[src/rtl/adder64_arbiter.sv]
// Round-robin front end sharing one pipelined 64-bit adder between two requesters.
// Results return through a first-word-fall-through FIFO guarded by a credit count.
module adder64_arbiter #(
    parameter int WIDTH   = 64,
    parameter int LATENCY = 6,
    parameter int DEPTH   = 8
) (
    input  logic                       clk,
    input  logic                       rst_n,
    input  logic                       req0_valid,
    output logic                       req0_ready,
    input  logic [WIDTH-1:0]           req0_a,
    input  logic [WIDTH-1:0]           req0_b,
    input  logic                       req0_cin,
    input  logic                       req1_valid,
    output logic                       req1_ready,
    input  logic [WIDTH-1:0]           req1_a,
    input  logic [WIDTH-1:0]           req1_b,
    input  logic                       req1_cin,
    output logic [WIDTH-1:0]           add_a,
    output logic [WIDTH-1:0]           add_b,
    output logic                       add_cin,
    input  logic [WIDTH-1:0]           add_sum,
    input  logic                       add_cout,
    output logic                       rsp_valid,
    input  logic                       rsp_ready,
    output logic                       rsp_id,
    output logic [WIDTH-1:0]           rsp_sum,
    output logic                       rsp_cout,
    output logic [$clog2(DEPTH+1)-1:0] inflight
);
    localparam int CW = $clog2(DEPTH + 1);
    localparam int PW = (DEPTH > 1) ? $clog2(DEPTH) : 1;

    logic               can_issue;
    logic               grant0;
    logic               grant1;
    logic               grant;
    logic               last_id;
    logic [LATENCY-1:0] tag_vld;
    logic [LATENCY-1:0] tag_id;
    logic               push;
    logic               pop;
    logic [PW-1:0]      wptr;
    logic [PW-1:0]      rptr;
    logic [CW-1:0]      count;
    logic [WIDTH-1:0]   mem_sum [DEPTH];
    logic               mem_id [DEPTH];
    logic               mem_cout [DEPTH];

    // Credits come from the registered count, so a pop frees a slot only next cycle.
    assign can_issue = rst_n && (inflight < CW'(DEPTH));

    always_comb begin
        grant0 = 1'b0;
        grant1 = 1'b0;
        if (can_issue) begin
            if (req0_valid && req1_valid) begin
                grant0 = last_id;
                grant1 = !last_id;
            end else begin
                grant0 = req0_valid;
                grant1 = req1_valid;
            end
        end
    end

    assign grant      = grant0 || grant1;
    assign req0_ready = grant0;
    assign req1_ready = grant1;

    always_comb begin
        add_a   = '0;
        add_b   = '0;
        add_cin = 1'b0;
        if (grant0) begin
            add_a   = req0_a;
            add_b   = req0_b;
            add_cin = req0_cin;
        end else if (grant1) begin
            add_a   = req1_a;
            add_b   = req1_b;
            add_cin = req1_cin;
        end
    end

    // Tag stage LATENCY-1 lines up with add_sum/add_cout of the same operation.
    always_ff @(posedge clk or negedge rst_n) begin
        if (!rst_n) begin
            tag_vld <= '0;
            last_id <= 1'b1;
        end else begin
            tag_vld[0] <= grant;
            for (int i = 1; i < LATENCY; i++) begin
                tag_vld[i] <= tag_vld[i-1];
            end
            if (grant) begin
                last_id <= grant1;
            end
        end
    end

    always_ff @(posedge clk) begin
        tag_id[0] <= grant1;
        for (int i = 1; i < LATENCY; i++) begin
            tag_id[i] <= tag_id[i-1];
        end
    end

    assign push      = tag_vld[LATENCY-1];
    assign rsp_valid = (count != '0);
    assign pop       = rsp_valid && rsp_ready;
    assign rsp_id    = mem_id[rptr];
    assign rsp_sum   = mem_sum[rptr];
    assign rsp_cout  = mem_cout[rptr];

    always_ff @(posedge clk) begin
        if (push) begin
            mem_sum[wptr]  <= add_sum;
            mem_id[wptr]   <= tag_id[LATENCY-1];
            mem_cout[wptr] <= add_cout;
        end
    end

    always_ff @(posedge clk or negedge rst_n) begin
        if (!rst_n) begin
            wptr     <= '0;
            rptr     <= '0;
            count    <= '0;
            inflight <= '0;
        end else begin
            if (push) begin
                wptr <= (wptr == PW'(DEPTH - 1)) ? '0 : wptr + PW'(1);
            end
            if (pop) begin
                rptr <= (rptr == PW'(DEPTH - 1)) ? '0 : rptr + PW'(1);
            end
            if (push && !pop) begin
                count <= count + CW'(1);
            end else if (pop && !push) begin
                count <= count - CW'(1);
            end
            if (grant && !pop) begin
                inflight <= inflight + CW'(1);
            end else if (pop && !grant) begin
                inflight <= inflight - CW'(1);
            end
        end
    end

endmodule

[config.mk]
export PLATFORM = sky130hd
export DESIGN_NAME = adder64_arbiter
export DESIGN_NICKNAME = d
export VERILOG_FILES = /design/src/rtl/adder64_arbiter.sv
export SDC_FILE = /design/constraint.sdc
export NUM_CORES = 1
export LEC_CHECK = 0
export BUFFER_PORTS_ARGS = -buffer_cell sky130_fd_sc_hd__clkbuf_2
export CAP_MARGIN = 20
export CORE_AREA = 2 2 207 209
export DETAILED_ROUTE_END_ITERATION = 8
export DIE_AREA = 0 0 209 211
export PLACE_DENSITY_LB_ADDON = 0.2
export RECOVER_POWER = 25
export SLEW_MARGIN = 25
export SYNTH_ARGS = -nofsm -noshare
export SYNTH_HDL_FRONTEND = slang
export SYNTH_SLANG_ARGS = --single-unit
[constraint.sdc]
create_clock -name clk -period 11.8 [get_ports clk]
set_input_delay 2.36 -clock clk [delete_from_list [all_inputs] [get_ports clk]]
set_output_delay 2.36 -clock clk [all_outputs]
set_load 0.02 [all_outputs]
# Word-level counts from Yosys, hierarchy flattened
# Memories as Yosys holds them, arrays and structs flattened.
# Index checks and enable logic that the tools add are counted.
# Widths: inputs -> output; s select.
op_classes:
  add_sub_neg: 6
  order_cmp: 1
  eq_ne: 2
  n_mux: 18
  n_reduce_logical: 15
op_table:
  columns: ["operator", "n"]
  rows:
  - ["$mux 64", 4]
  - ["$mux 4", 4]
  - ["$add 4x1->4 const B", 2]
  - ["$mux 1", 8]
  - ["$sub 4x1->4 const B", 2]
  - ["$logic_and 1x1->1", 7]
  - ["$add 3x1->3 const B", 2]
  - ["$eq 3x3->1 const B", 2]
  - ["$mux 3", 2]
  - ["$logic_not 1->1", 4]
  - ["$lt 4x4->1 const B", 1]
  - ["$reduce_bool 2->1", 2]
  - ["$reduce_bool 4->1", 1]
  - ["$logic_or 1x1->1", 1]
totals:
  register_bits: 27
  ramBits: 528
  input_bits: 328
  out_inout_bits: 202
  word_cells: 52
  mem_count: 3
memory_table:
  columns: ["memory", "depth", "word_bits", "read_ports", "rd_ports_with_merged_regs", "wr", "line", "text"]
  rows:
  - ["mem_sum", 8, 64, 1, 0, 1, "47", "logic [WIDTH-1:0] mem_sum [DEPTH];"]
  - ["mem_cout", 8, 1, 1, 0, 1, "49", "logic mem_cout [DEPTH];"]
  - ["mem_id", 8, 1, 1, 0, 1, "48", "logic mem_id [DEPTH];"]

# Depth between registers and ports, before layout
depth:
  word_depth: 8
  mapped_depth: 8
  mapped_depth_nobuf: 8

# Worst setup path after synthesis
# Ideal clock, no wire load.
synth_timing:
  kind: "input to output"
  start: "input rst_n"
  end: "output add_a[55]"
  arrival_time_ns: 3.523
  required_time_ns: 9.440
  slack_ns: 5.917
  stages: 5
  path_buffers: 2
  cell_sequence: "nor2b_1 > and3_1 > clkbuf_1 > buf_1 > a22o_1"
synth_via:
  elab_chain_cells: 4
  word_cells_on_any_way: 5
  classes_between: "mux: 4; reduce/logical: 1"
synth_lines:
  columns: ["item", "line", "text"]
  rows:
  - ["start, declared", "9", "input logic rst_n,"]
  - ["$logic_and 1x1->1", "52", "assign can_issue = rst_n && (inflight < CW'(DEPTH));"]
  - ["$mux 1", "57", "if (can_issue) begin"]
  - ["named net req1_ready", "16", "output logic req1_ready,"]
  - ["$mux 64", "80", "end else if (grant1) begin"]
  - ["$mux 64", "76", "if (grant0) begin"]
  - ["end, declared", "20", "output logic [WIDTH-1:0] add_a,"]
# The timed path passes the listed nets, and every way through them passes these cells.

# Worst setup path in the final report
layout_timing:
  start: "input rst_n"
  end: "output add_a[35]"
layout_via:
  elab_chain_cells: 4
  word_cells_on_any_way: 5
  classes_between: "mux: 4; reduce/logical: 1"
layout_lines:
  columns: ["item", "line"]
  rows:
  - ["$logic_and 1x1->1 (*)", "52"]
  - ["$mux 1", "57"]
  - ["$mux 64", "80"]
  - ["$mux 64 (*)", "76"]
# Every way passes the cells marked *; elsewhere a longest branch is shown, timed or not.

==> results.yml <==
setup_path:
  required_ns: 9.44
  cp.arrival_ns: 5.27
  path_class: "in2out"
  critPathLaunchType: "input port"
  path_max_fanout: 80
  r2r_cells: 3
  crit_path_end_kind: "output port"
floorplanning:
  io_pins: 530
  initial_core_util_pct: 54.3
  coreArea_sq_mm: 0.0418
  die_area_sq_mm: 0.0441
  rows: 75
  dieHeight_um: 211
  die_width_um: 209
sta:
  slew_headroom_pct: -79.3
  rsz0062_at_grt: "no"
  period_share_pct: 64.7
  post-route-worst-setup-slack_ns: 4.17
  setup_tns_ns: 0
  finalSetupViolations: 0
  finalHoldViolations: 0
  fin_crit_ns: 7.63
  fmax_ghz: 0.131
  whs_ns: 0.323
  drv_slew: 115
  fin_skew_ns: 0.0317
  tightest_slew_ns: 2.68
status:
  violations: "max-capacitance violations, max-slew violations"
  status: "finished, violations left"
cts:
  clockBufferDepth: 3
  clkLatencyLatePin_ns: 0.61
  cts_tree: "built"
  cts.repair.resized: 0
  cts-root-buf: "clkbuf_16"
  htree_levels: 2
  post_cts_buffers: 0
  clk_pin_slew_ns: 0.06
  clock_sinks: 555
  cts_buffers: 53
  ctsHoldBuffers: 0
power_and_ir_drop:
  power.density_mw_per_mm2: 239
  p_leak_nw: 10.3
  vdd_drop_max_mv: 0.128
grt:
  grt_start_max_net_pins: 81
  antenna_found_initial: 33
  grt_usage_pct: 38.4
  grt_pass1_wl_um: 112000
  grt_pass1_vias: 13600
  grt_overflow: 0
routing:
  antenna_left: 0
  via_per_inst: 6.48
  met1_length_um: 29200
  via_count: 14100
  wl_met2_um: 39000
  drt_first_iter_violations: 1841
  first_pass_iters: 5
  maxUsedRoutingLayer: "met5"
  wl_per_cell_um: 39.0
  wirelength_um: 84600
  drc: 0
  met3WireLength_um: 10600
place:
  place_ws_ns: 4.27
  portBuffers: 529
  gp_congestion: 1.05
  placed_cell_area_sq_mm: 0.0258
  dp_cells: 2050
  hpwl_um: 62800
yosys:
  synth_area_leaders: "edfxtp_1 (70%), mux4_2 (12%), a22o_1 (5.0%)"
  ys_types: 37
  syn_inst: 1033
  yosys_register_bits: 555
  avgSynthCellArea_sq_um: 21.9
  yosysTopAreaCell: "edfxtp_1"
  synth_top_area_share_pct: 69.9
  yosysWarnings: 0
  synthesis.area_sq_mm: 0.0227
  synth_fp_nets: 1373
  synth_seq_area_share_pct: 72.8
layout:
  final_cell_mix: "edfxtp_1 (528), clkbuf_2 (502), a22o_1 (129), mux4_2 (116), mux2_4 (58)"
  nets: 1907
  drive_gt1_share_pct: 48.9
  instances_no_fill: 2171
  multi_input_area_sq_mm: 0.00574
  final_common_cell: "edfxtp_1"
  syn2layout_area_growth_pct: 21.0
  fillers: 2875
  seq_area_sq_mm: 0.0165
  design_area_sq_mm: 0.0274
worst_hold_path:
  whs_path_depth: 0
  min_path_type: "reg2reg"
run:
  drv_cap: 6
[flip-flops by register name, summed over array words and instances, names as in the netlist]
| register | flops |
|---|---|
| mem_sum | 512 |
| mem_cout | 8 |
| mem_id | 8 |
| tag_id | 6 |
| tag_vld | 6 |
| count | 4 |
| inflight | 4 |
| rptr | 3 |
| wptr | 3 |
| last_id | 1 |
[where the power goes]
part | total (W) | leakage [nW] | internal (W) | switching [W]
logic | 0.00238 | 4.36 | 0.00105 | 0.00133
clock network | 0.00165 | 0.822 | 0.000936 | 0.000712
registers | 0.00254 | 5.08 | 0.00238 | 0.000157
[worst paths after layout]
kind / start / endpoint / slack [ns]
setup / recovery: rst_n / add_a[35] / 4.17
hold / removal: tag_id[3] / tag_id[4] / 0.32
setup reg to reg: tag_vld[5] / mem_sum[6][13] / 7.72
hold reg to reg: tag_id[3] / tag_id[4] / 0.32
max in group asynchronous: rst_n / rptr[0] / 9.61
min in group asynchronous: rst_n / count[3] / 1.75
[stage by stage]
step	total power [W]	util (%)
2_1_floorplan	0.00421	-
4_1_cts	0.00659	65.7
3_3_place_gp	0.00492	61.7
3_5_place_dp	0.00495	61.7
5_1_grt	0.00677	65.6
6_report	0.00657	65.7
[routing by layer]
metal  vias to the layer above  GRT usage [%]
met1                      7257           48.5
li1                       5533              -
met5                         -              0
met4                        14           23.6
met3                       217           12.7
met2                      1056           58.4
[cell type report]
type | count | share of cell area (%)
Sequential cell | 555 | 60.2
Multi-Input combinational cell | 406 | 20.9
Timing Repair Buffer | 547 | 10.1
Clock buffer | 72 | 5.36
Tap cell | 539 | 2.46
Clock inverter | 27 | 0.748
Antenna cell | 21 | 0.192
Inverter | 4 | 0.0547
[worst max-delay path: stages]
cell      delay, ns
clkbuf_2       0.46
nand3b_1       0.20
a21oi_4        0.25
buf_4          0.49
buf_4          0.76
a22o_1         0.33
clkbuf_2       0.19
[synth_stat cells]
cell      instances
o21ai_0           3
o211ai_1          4
a22o_1          129
dfxtp_1           6
xnor2_1           4
nand3b_1          4
buf_6             1
mux2_2           15
buf_2            34
buf_4             1
inv_1             4
nor2b_1           1
mux2_4           58
dfrtp_1          20
fa_1              2
and3_1            1
dfstp_2           1
nand3_1           4
mux4_1           16
clkbuf_4          2
mux4_2          116
a2111o_1          2
nand2_1           9
nand2b_1          2
o21bai_1          1
buf_12            7
ha_1             10
o21a_1            1
mux2i_1           2
or4_1             3
nor3_1            4
clkbuf_1         20
buf_1             3
edfxtp_1        528
nor2_1            8
or3_1             2
a21oi_1           5
[logic make-up (layout without fill, tap and decap cells)]
family | Yosys count | count (layout) | share of synthesized area (%)
AOI/OAI and AO/OA | 145 | 145 | 5.46
xor gates and xnor gates | 4 | 4 | 0.155
adders and majority gates | 12 | 12 | 0.728
buffers and inverters | 72 | 650 | 1.96
DFF | 555 | 555 | 72.8
muxes | 207 | 207 | 18.1
other | 0 | 21 | 0
and+or+nand+nor | 38 | 38 | 0.855
No activity file was read; power rests on OpenSTA's default activity.
